===== src/rtl/multicycle_controller_pkg.sv =====
// Shared encodings for the multi-cycle MIPS sequencer: state codes, opcode/funct
// values, datapath select encodings and the decoder/strobe bundles.
package multicycle_controller_pkg;

  typedef enum logic [2:0] {
    S_FETCH  = 3'd0,
    S_DECODE = 3'd1,
    S_EXEC   = 3'd2,
    S_MEM    = 3'd3,
    S_WB     = 3'd4,
    S_HALT   = 3'd5
  } state_e;

  typedef enum logic [2:0] {C_ALU, C_LW, C_SW, C_BEQ, C_BNE, C_J, C_JAL, C_JR} cls_e;

  localparam logic [5:0] OP_R    = 6'h00;
  localparam logic [5:0] OP_J    = 6'h02;
  localparam logic [5:0] OP_JAL  = 6'h03;
  localparam logic [5:0] OP_BEQ  = 6'h04;
  localparam logic [5:0] OP_BNE  = 6'h05;
  localparam logic [5:0] OP_ADDI = 6'h08;
  localparam logic [5:0] OP_XORI = 6'h0E;
  localparam logic [5:0] OP_LW   = 6'h23;
  localparam logic [5:0] OP_SW   = 6'h2B;

  localparam logic [5:0] FN_JR  = 6'h08;
  localparam logic [5:0] FN_ADD = 6'h20;
  localparam logic [5:0] FN_SUB = 6'h22;
  localparam logic [5:0] FN_SLT = 6'h2A;

  localparam logic [1:0] PCN_SEQ  = 2'd0;
  localparam logic [1:0] PCN_JUMP = 2'd1;
  localparam logic [1:0] PCN_REG  = 2'd2;

  localparam logic [1:0] RD_RT = 2'd0;
  localparam logic [1:0] RD_RD = 2'd1;
  localparam logic [1:0] RD_RA = 2'd2;

  localparam logic [1:0] RI_ALU = 2'd0;
  localparam logic [1:0] RI_MDR = 2'd1;
  localparam logic [1:0] RI_PC  = 2'd2;

  localparam logic [2:0] ALU_ADD = 3'b000;
  localparam logic [2:0] ALU_SUB = 3'b001;
  localparam logic [2:0] ALU_XOR = 3'b010;
  localparam logic [2:0] ALU_SLT = 3'b011;

  typedef struct packed {
    logic       legal;
    cls_e       cls;
    logic [2:0] alu_ctrl;
    logic       alu_src;
    logic [1:0] reg_dst;
  } dec_t;

  typedef struct packed {
    logic       mem_req;
    logic       mem_sel;
    logic       mem_we;
    logic       ir_we;
    logic       mdr_we;
    logic       pc_we;
    logic [1:0] pc_next;
    logic       branch_sel;
    logic       reg_we;
    logic [1:0] reg_dst;
    logic [1:0] reg_in;
    logic       alu_src;
    logic [2:0] alu_ctrl;
  } ctl_t;

endpackage


===== src/rtl/multicycle_controller_if.sv =====
// Shared single-port memory handshake between the sequencer and the memory.
interface multicycle_controller_if;
  logic mem_req;
  logic mem_sel;
  logic mem_we;
  logic mem_ready;

  modport master (output mem_req, output mem_sel, output mem_we, input mem_ready);
  modport slave  (input mem_req, input mem_sel, input mem_we, output mem_ready);
endinterface


===== src/rtl/multicycle_controller_main_decoder.sv =====
// Combinational op/funct decode into instruction class and the ALU/dest selects.
module main_decoder
  import multicycle_controller_pkg::*;
(
  input  logic [5:0] op,
  input  logic [5:0] funct,
  output dec_t       dec
);

  always_comb begin
    dec.legal    = 1'b1;
    dec.cls      = C_ALU;
    dec.alu_ctrl = ALU_ADD;
    dec.alu_src  = 1'b0;
    dec.reg_dst  = RD_RT;
    case (op)
      OP_R: begin
        dec.alu_src = 1'b1;
        dec.reg_dst = RD_RD;
        case (funct)
          FN_ADD:  dec.alu_ctrl = ALU_ADD;
          FN_SUB:  dec.alu_ctrl = ALU_SUB;
          FN_SLT:  dec.alu_ctrl = ALU_SLT;
          FN_JR:   dec.cls      = C_JR;
          default: dec.legal    = 1'b0;
        endcase
      end
      OP_LW:   dec.cls = C_LW;
      OP_SW:   dec.cls = C_SW;
      OP_ADDI: dec.alu_ctrl = ALU_ADD;
      OP_XORI: dec.alu_ctrl = ALU_XOR;
      OP_BEQ: begin
        dec.cls      = C_BEQ;
        dec.alu_ctrl = ALU_SUB;
        dec.alu_src  = 1'b1;
      end
      OP_BNE: begin
        dec.cls      = C_BNE;
        dec.alu_ctrl = ALU_SUB;
        dec.alu_src  = 1'b1;
      end
      OP_J:    dec.cls = C_J;
      OP_JAL: begin
        dec.cls     = C_JAL;
        dec.reg_dst = RD_RA;
      end
      default: dec.legal = 1'b0;
    endcase
  end

endmodule


===== src/rtl/multicycle_controller.sv =====
// Multi-cycle MIPS sequencer: state register, memory watchdog, retire counter and
// per-state strobe decode for the CPU datapath.
module multicycle_controller
  import multicycle_controller_pkg::*;
#(
  parameter int TIMEOUT_CYCLES = 255,
  parameter int CNT_WIDTH      = 32
) (
  input  logic                      clk,
  input  logic                      reset,
  input  logic [5:0]                op,
  input  logic [5:0]                funct,
  input  logic                      alu_zero,
  multicycle_controller_if.master   mem,
  output logic                      ir_we,
  output logic                      mdr_we,
  output logic                      pc_we,
  output logic [1:0]                pc_next,
  output logic                      branch_sel,
  output logic                      reg_we,
  output logic [1:0]                reg_dst,
  output logic [1:0]                reg_in,
  output logic                      alu_src,
  output logic [2:0]                alu_ctrl,
  output logic [2:0]                state,
  output logic                      halted,
  output logic [CNT_WIDTH-1:0]      retired
);

  localparam bit WD_EN = (TIMEOUT_CYCLES != 0);
  localparam int WD_W  = (TIMEOUT_CYCLES < 2) ? 1 : $clog2(TIMEOUT_CYCLES);
  localparam logic [WD_W-1:0] WD_LAST = WD_W'(WD_EN ? TIMEOUT_CYCLES - 1 : 0);

  state_e          cur, nxt;
  dec_t            dec;
  ctl_t            c, ctl;
  logic            retire, waiting;
  logic [WD_W-1:0] wd;

  main_decoder u_dec (.op(op), .funct(funct), .dec(dec));

  always_ff @(posedge clk) begin
    if (reset) begin
      cur     <= S_FETCH;
      wd      <= '0;
      retired <= '0;
    end else begin
      cur <= nxt;
      wd  <= (WD_EN && waiting) ? wd + 1'b1 : '0;
      if (retire) retired <= retired + 1'b1;
    end
  end

  always_comb begin
    nxt    = cur;
    c      = '0;
    retire = 1'b0;
    case (cur)
      S_FETCH: begin
        c.mem_req = 1'b1;
        if (mem.mem_ready) begin
          c.ir_we = 1'b1;
          c.pc_we = 1'b1;
          nxt     = S_DECODE;
        end
      end
      S_DECODE: nxt = dec.legal ? S_EXEC : S_HALT;
      S_EXEC: begin
        nxt    = S_FETCH;
        retire = 1'b1;
        case (dec.cls)
          C_ALU: begin
            c.alu_src  = dec.alu_src;
            c.alu_ctrl = dec.alu_ctrl;
            nxt        = S_WB;
            retire     = 1'b0;
          end
          // Address add: the all-zero defaults already select ADD with seImm.
          C_LW, C_SW: begin
            nxt    = S_MEM;
            retire = 1'b0;
          end
          C_BEQ, C_BNE: begin
            c.alu_src    = dec.alu_src;
            c.alu_ctrl   = dec.alu_ctrl;
            c.branch_sel = 1'b1;
            c.pc_we      = alu_zero ^ (dec.cls == C_BNE);
          end
          C_J: begin
            c.pc_we   = 1'b1;
            c.pc_next = PCN_JUMP;
          end
          C_JAL: begin
            c.pc_we   = 1'b1;
            c.pc_next = PCN_JUMP;
            c.reg_we  = 1'b1;
            c.reg_dst = dec.reg_dst;
            c.reg_in  = RI_PC;
          end
          C_JR: begin
            c.pc_we   = 1'b1;
            c.pc_next = PCN_REG;
          end
        endcase
      end
      S_MEM: begin
        c.mem_req = 1'b1;
        c.mem_sel = 1'b1;
        c.mem_we  = (dec.cls == C_SW);
        if (mem.mem_ready) begin
          if (dec.cls == C_SW) begin
            nxt    = S_FETCH;
            retire = 1'b1;
          end else begin
            c.mdr_we = 1'b1;
            nxt      = S_WB;
          end
        end
      end
      S_WB: begin
        c.reg_we  = 1'b1;
        c.reg_dst = dec.reg_dst;
        c.reg_in  = (dec.cls == C_LW) ? RI_MDR : RI_ALU;
        nxt       = S_FETCH;
        retire    = 1'b1;
      end
      S_HALT: nxt = S_HALT;
      default: nxt = S_HALT;
    endcase
    waiting = c.mem_req & ~mem.mem_ready;
    if (WD_EN && waiting && (wd == WD_LAST)) nxt = S_HALT;
  end

  // Strobes are forced low on the reset cycle so an in-flight access is dropped.
  assign ctl = reset ? '0 : c;

  assign mem.mem_req = ctl.mem_req;
  assign mem.mem_sel = ctl.mem_sel;
  assign mem.mem_we  = ctl.mem_we;
  assign ir_we       = ctl.ir_we;
  assign mdr_we      = ctl.mdr_we;
  assign pc_we       = ctl.pc_we;
  assign pc_next     = ctl.pc_next;
  assign branch_sel  = ctl.branch_sel;
  assign reg_we      = ctl.reg_we;
  assign reg_dst     = ctl.reg_dst;
  assign reg_in      = ctl.reg_in;
  assign alu_src     = ctl.alu_src;
  assign alu_ctrl    = ctl.alu_ctrl;
  assign state       = cur;
  assign halted      = (cur == S_HALT);

endmodule

===== src/flat_wrapper.sv =====
// flat-port wrapper written by rule: the top's interface ports become plain ports
module multicycle_controller_flat import multicycle_controller_pkg::*;
#(
  parameter int TIMEOUT_CYCLES = 255,
  parameter int CNT_WIDTH      = 32
)
  (clk, reset, op, funct, alu_zero, ir_we, mdr_we, pc_we, pc_next, branch_sel, reg_we, reg_dst, reg_in, alu_src, alu_ctrl, state, halted, retired, mem_mem_req, mem_mem_sel, mem_mem_we, mem_mem_ready);
  multicycle_controller_if mem_i ();
  input  logic clk;
  input  logic reset;
  input  logic [5:0] op;
  input  logic [5:0] funct;
  input  logic alu_zero;
  output logic ir_we;
  output logic mdr_we;
  output logic pc_we;
  output logic [1:0] pc_next;
  output logic branch_sel;
  output logic reg_we;
  output logic [1:0] reg_dst;
  output logic [1:0] reg_in;
  output logic alu_src;
  output logic [2:0] alu_ctrl;
  output logic [2:0] state;
  output logic halted;
  output logic [CNT_WIDTH-1:0] retired;
  output wire logic [$bits(mem_i.mem_req)-1:0] mem_mem_req;
  output wire logic [$bits(mem_i.mem_sel)-1:0] mem_mem_sel;
  output wire logic [$bits(mem_i.mem_we)-1:0] mem_mem_we;
  input wire logic [$bits(mem_i.mem_ready)-1:0] mem_mem_ready;
  assign mem_mem_req = mem_i.mem_req;
  assign mem_mem_sel = mem_i.mem_sel;
  assign mem_mem_we = mem_i.mem_we;
  assign mem_i.mem_ready = mem_mem_ready;
  multicycle_controller #(.TIMEOUT_CYCLES(TIMEOUT_CYCLES), .CNT_WIDTH(CNT_WIDTH)) u_core (.clk(clk), .reset(reset), .op(op), .funct(funct), .alu_zero(alu_zero), .mem(mem_i), .ir_we(ir_we), .mdr_we(mdr_we), .pc_we(pc_we), .pc_next(pc_next), .branch_sel(branch_sel), .reg_we(reg_we), .reg_dst(reg_dst), .reg_in(reg_in), .alu_src(alu_src), .alu_ctrl(alu_ctrl), .state(state), .halted(halted), .retired(retired));
endmodule

===== config.mk =====
export PLATFORM = sky130hd
export DESIGN_NAME = multicycle_controller_flat
export DESIGN_NICKNAME = d
export VERILOG_FILES = /design/src/rtl/multicycle_controller_pkg.sv /design/src/rtl/multicycle_controller_if.sv /design/src/rtl/multicycle_controller_main_decoder.sv /design/src/rtl/multicycle_controller.sv /design/src/flat_wrapper.sv
export SDC_FILE = /design/constraint.sdc
export NUM_CORES = 1
export LEC_CHECK = 0
export ABC_CLOCK_PERIOD_IN_PS = 2400
export CORE_AREA = 3 3 78 80
export DETAILED_ROUTE_END_ITERATION = 7
export DIE_AREA = 0 0 81 83
export MAX_ROUTING_LAYER = met4
export PLACE_DENSITY = 0.79
export SLEW_MARGIN = 40
export SYNTH_ARGS = -nofsm -noshare
export SYNTH_HDL_FRONTEND = slang
export SYNTH_SLANG_ARGS = --single-unit

===== constraint.sdc =====
create_clock -name clk -period 2.4 [get_ports clk]
set_input_delay 0.48 -clock clk [delete_from_list [all_inputs] [get_ports clk]]
set_output_delay 0.48 -clock clk [all_outputs]
set_load 0.01 [all_outputs]

==> results.json <==
{
  "yosys_warnings": 0,
  "synth_edf_count": 0,
  "critPathMaxStageDelay_ns": 0.26,
  "num_vias": 2929,
  "io_pins": 70,
  "area_growth_pct": 52.6,
  "crit_required_ns": 1.92,
  "path_max_fanout": 4,
  "fmax_mhz": 419,
  "post-dp-hpwl_mm": 5.59,
  "port_buffers": 68,
  "slew_viol_final": 0,
  "dr.pass1.iters": 4,
  "cts_tree": "done",
  "dpl_cell_area_um2": 3840,
  "die_area_um2": 6720,
  "synthCells": 328,
  "synth_cell_types": 52,
  "period_needed_ns": 2.39,
  "multi_input_area_um2": 1790,
  "cp.arrival_ns": 1.91,
  "start_util_pct": 48.3,
  "drc": 0,
  "ant_nets": 0,
  "rsz0062_at_grt": "yes",
  "crit_path_cell_trace": "dlygate4sd2_1 > nor3b_2 > nand4_1 > nand3_2 > o31a_1 > buf_4 > a21oi_2 > buf_2",
  "ctsHtreeMaxLevel": 2,
  "powerDensity_nw_per_um2": 448,
  "status": "finished, final reports clean",
  "track_usage_pct": 24.2,
  "cp-start-kind": "input port",
  "cts.sinks": 43,
  "async_flop_share_pct": 0,
  "whs_ns": 0.468,
  "ys_ff_latch": 43,
  "grt_antenna_before_repair": 0,
  "fin_nets": 478,
  "hold_path.class": "flip-flop to flip-flop",
  "cts.clk_slew.worst_paths_ns": 0.08,
  "min_period_over_period_pct": 99.5,
  "cts_max_path_buffers": 2,
  "power.leakage_nw": 1.62,
  "synth_seq_area_share_pct": 32.6,
  "setup_violations": 0,
  "totalWireLength_mm": 7.61,
  "post_drt_wl_per_cell_um": 14.3,
  "rows": 27,
  "clkLatencyLatePin_ns": 0.30,
  "grt_max_degree": 22,
  "die_w_um": 81,
  "fp.dieH_um": 83,
  "ctsHoldBuffers": 0,
  "drt-initial-drc-count": 129,
  "gp_congestion": 0.902,
  "design_area_um2": 4030,
  "criticalPathCategory": "input port to output pin",
  "seq_area_um2": 863,
  "synth_nets": 347,
  "core_um2": 5470,
  "cpMaxStageDelayCell": "dlygate4sd2_1",
  "ir_drop_uv": 360,
  "diodes": 0,
  "netlist_area_um2": 2640,
  "cp-end-kind": "output pin",
  "synth.avg_cell_area_um2": 8.06,
  "hold_viol": 0,
  "grt_pass1_wl_mm": 12.9,
  "drive_gt1_share_pct": 26.5,
  "finClkSkew_ns": 0.00936,
  "drt-vias-per-instance": 5.51,
  "root_buffer": "clkbuf_8",
  "fin_util_pct": 73.7,
  "synth-main-ff-cell": "dfxtp_1",
  "grt_pass1_vias": 2785,
  "overflow": 0,
  "max-cap-violations": 0,
  "fillers": 422,
  "cts_buffers": 5
}
-- timing repair --
action | CTS | global route
gates cloned | 0 | 0
gates resized for setup | 84 | 14
buffers inserted | 6 | 2
pin swaps | 8 | 3
setup endpoints to repair | 48 | 15
-- layout make-up --
type                    count  area share, %
multi-input cells         263           44.3
repair buffers            139           29.3
flip-flops and latches     43           21.4
well taps                  72           2.23
clock buffers               6           1.80
inverters                   7          0.652
clock inverters             2          0.310
-- sequential cells by signal (all words and copies together) (netlist names) --
register        count
u_core.retired     32
u_core.state        3
u_core.wd           8
-- cells by family after synthesis --
family,count (synthesis),share of synthesized area (%)
AOI/OAI and AO/OA,74,19.9
xor gates and xnor gates,33,10.9
adders and majority gates,3,1.42
buffers and inverters,22,3.60
DFF,43,32.6
muxes,1,0.379
other,1,0.142
and+or+nand+nor,151,31.0
-- critical path: cells and delay by family --
| family | cells | cell delay [ns] |
|---|---|---|
| AO/OA/AOI/OAI | 2 | 0.25 |
| AND/OR/NAND/NOR | 3 | 0.64 |
| buffers and inverters | 3 | 0.54 |
-- per-layer routing --
layer / routed length [um] / vias to the layer above / global-route usage (%)
met4: 136 / 0 / 8.29
met3: 359 / 14 / 3.58
li1: - / 1457 / -
met5: 0 / - / -
met2: 3650 / 84 / 38.0
met1: 3470 / 1374 / 31.4
-- through the flow --
step | std cells | power [mW] | setup TNS [ns] | setup slack [ns]
5_1_grt | 532 | 1.91 | -0.360 | -0.0872
3_5_place_dp | 516 | 1.34 | -22.71 | -0.841
2_1_floorplan | 328 | 1.06 | 0 | 0.0681
6_report | 532 | 1.81 | 0 | 0.0130
4_1_cts | 530 | 1.80 | -0.0147 | -0.00775
3_3_place_gp | 516 | 1.34 | -20.01 | -0.775
-- cells in the mapped netlist (2+ instances only) --
| cell type | count | share of area, % |
|---|---|---|
| and2_1 | 7 | 1.7 |
| a211oi_1 | 3 | 0.85 |
| and4_1 | 2 | 0.66 |
| o21a_1 | 3 | 0.85 |
| o2111ai_1 | 14 | 4.6 |
| a31oi_1 | 2 | 0.47 |
| nand2b_1 | 4 | 0.95 |
| o21ai_0 | 19 | 3.6 |
| nor2_1 | 48 | 6.8 |
| nor3b_1 | 5 | 1.4 |
| and3_1 | 11 | 2.6 |
| a21oi_1 | 12 | 2.3 |
| or3_1 | 6 | 1.4 |
| o211ai_1 | 9 | 2.6 |
| nor4_1 | 2 | 0.47 |
| dfxtp_1 | 43 | 33 |
| xor2_1 | 27 | 8.9 |
| nor2b_1 | 7 | 1.7 |
| nor3_1 | 7 | 1.3 |
| buf_2 | 7 | 1.3 |
| nand4_1 | 9 | 2.1 |
| nand2_1 | 17 | 2.4 |
| inv_1 | 7 | 0.99 |
| ha_1 | 3 | 1.4 |
| and3b_1 | 3 | 0.99 |
| nand3_1 | 14 | 2.7 |
| xnor2_1 | 6 | 2.0 |
| clkbuf_1 | 7 | 0.99 |
-- final timing paths --
kind / startpoint / cells after the start / endpoint / slack, ns
max: funct[1] / 8 / alu_ctrl[0] / 0.01
min: u_core.wd[0] / 1 / u_core.wd[0] / 0.47
max reg2reg: u_core.retired[6] / 6 / u_core.retired[23] / 0.27
min reg2reg: u_core.wd[0] / 1 / u_core.wd[0] / 0.47
-- where the power goes --
group          internal (mW)  switching (mW)  total [mW]
registers              0.738          0.0336       0.771
clock network          0.203           0.250       0.454
logic                  0.280           0.303       0.583
total                   1.22           0.587        1.81
-- layout by cell type, fill, tap and decap left out, types with 9 or more instances in the layout --
| master | synthesis | final |
|---|---|---|
| a21oi_1 | 12 | 11 |
| and3_1 | 11 | 11 |
| buf_4 | 1 | 68 |
| clkdlybuf4s50_1 | 0 | 40 |
| dfxtp_1 | 43 | 41 |
| dlygate4sd2_1 | 0 | 14 |
| nand2_1 | 17 | 15 |
| nand3_1 | 14 | 12 |
| nand4_1 | 9 | 9 |
| nor2_1 | 48 | 45 |
| o2111ai_1 | 14 | 14 |
| o211ai_1 | 9 | 9 |
| o21ai_0 | 19 | 16 |
| xor2_1 | 27 | 27 |
Power figures use the tool's default switching activity.
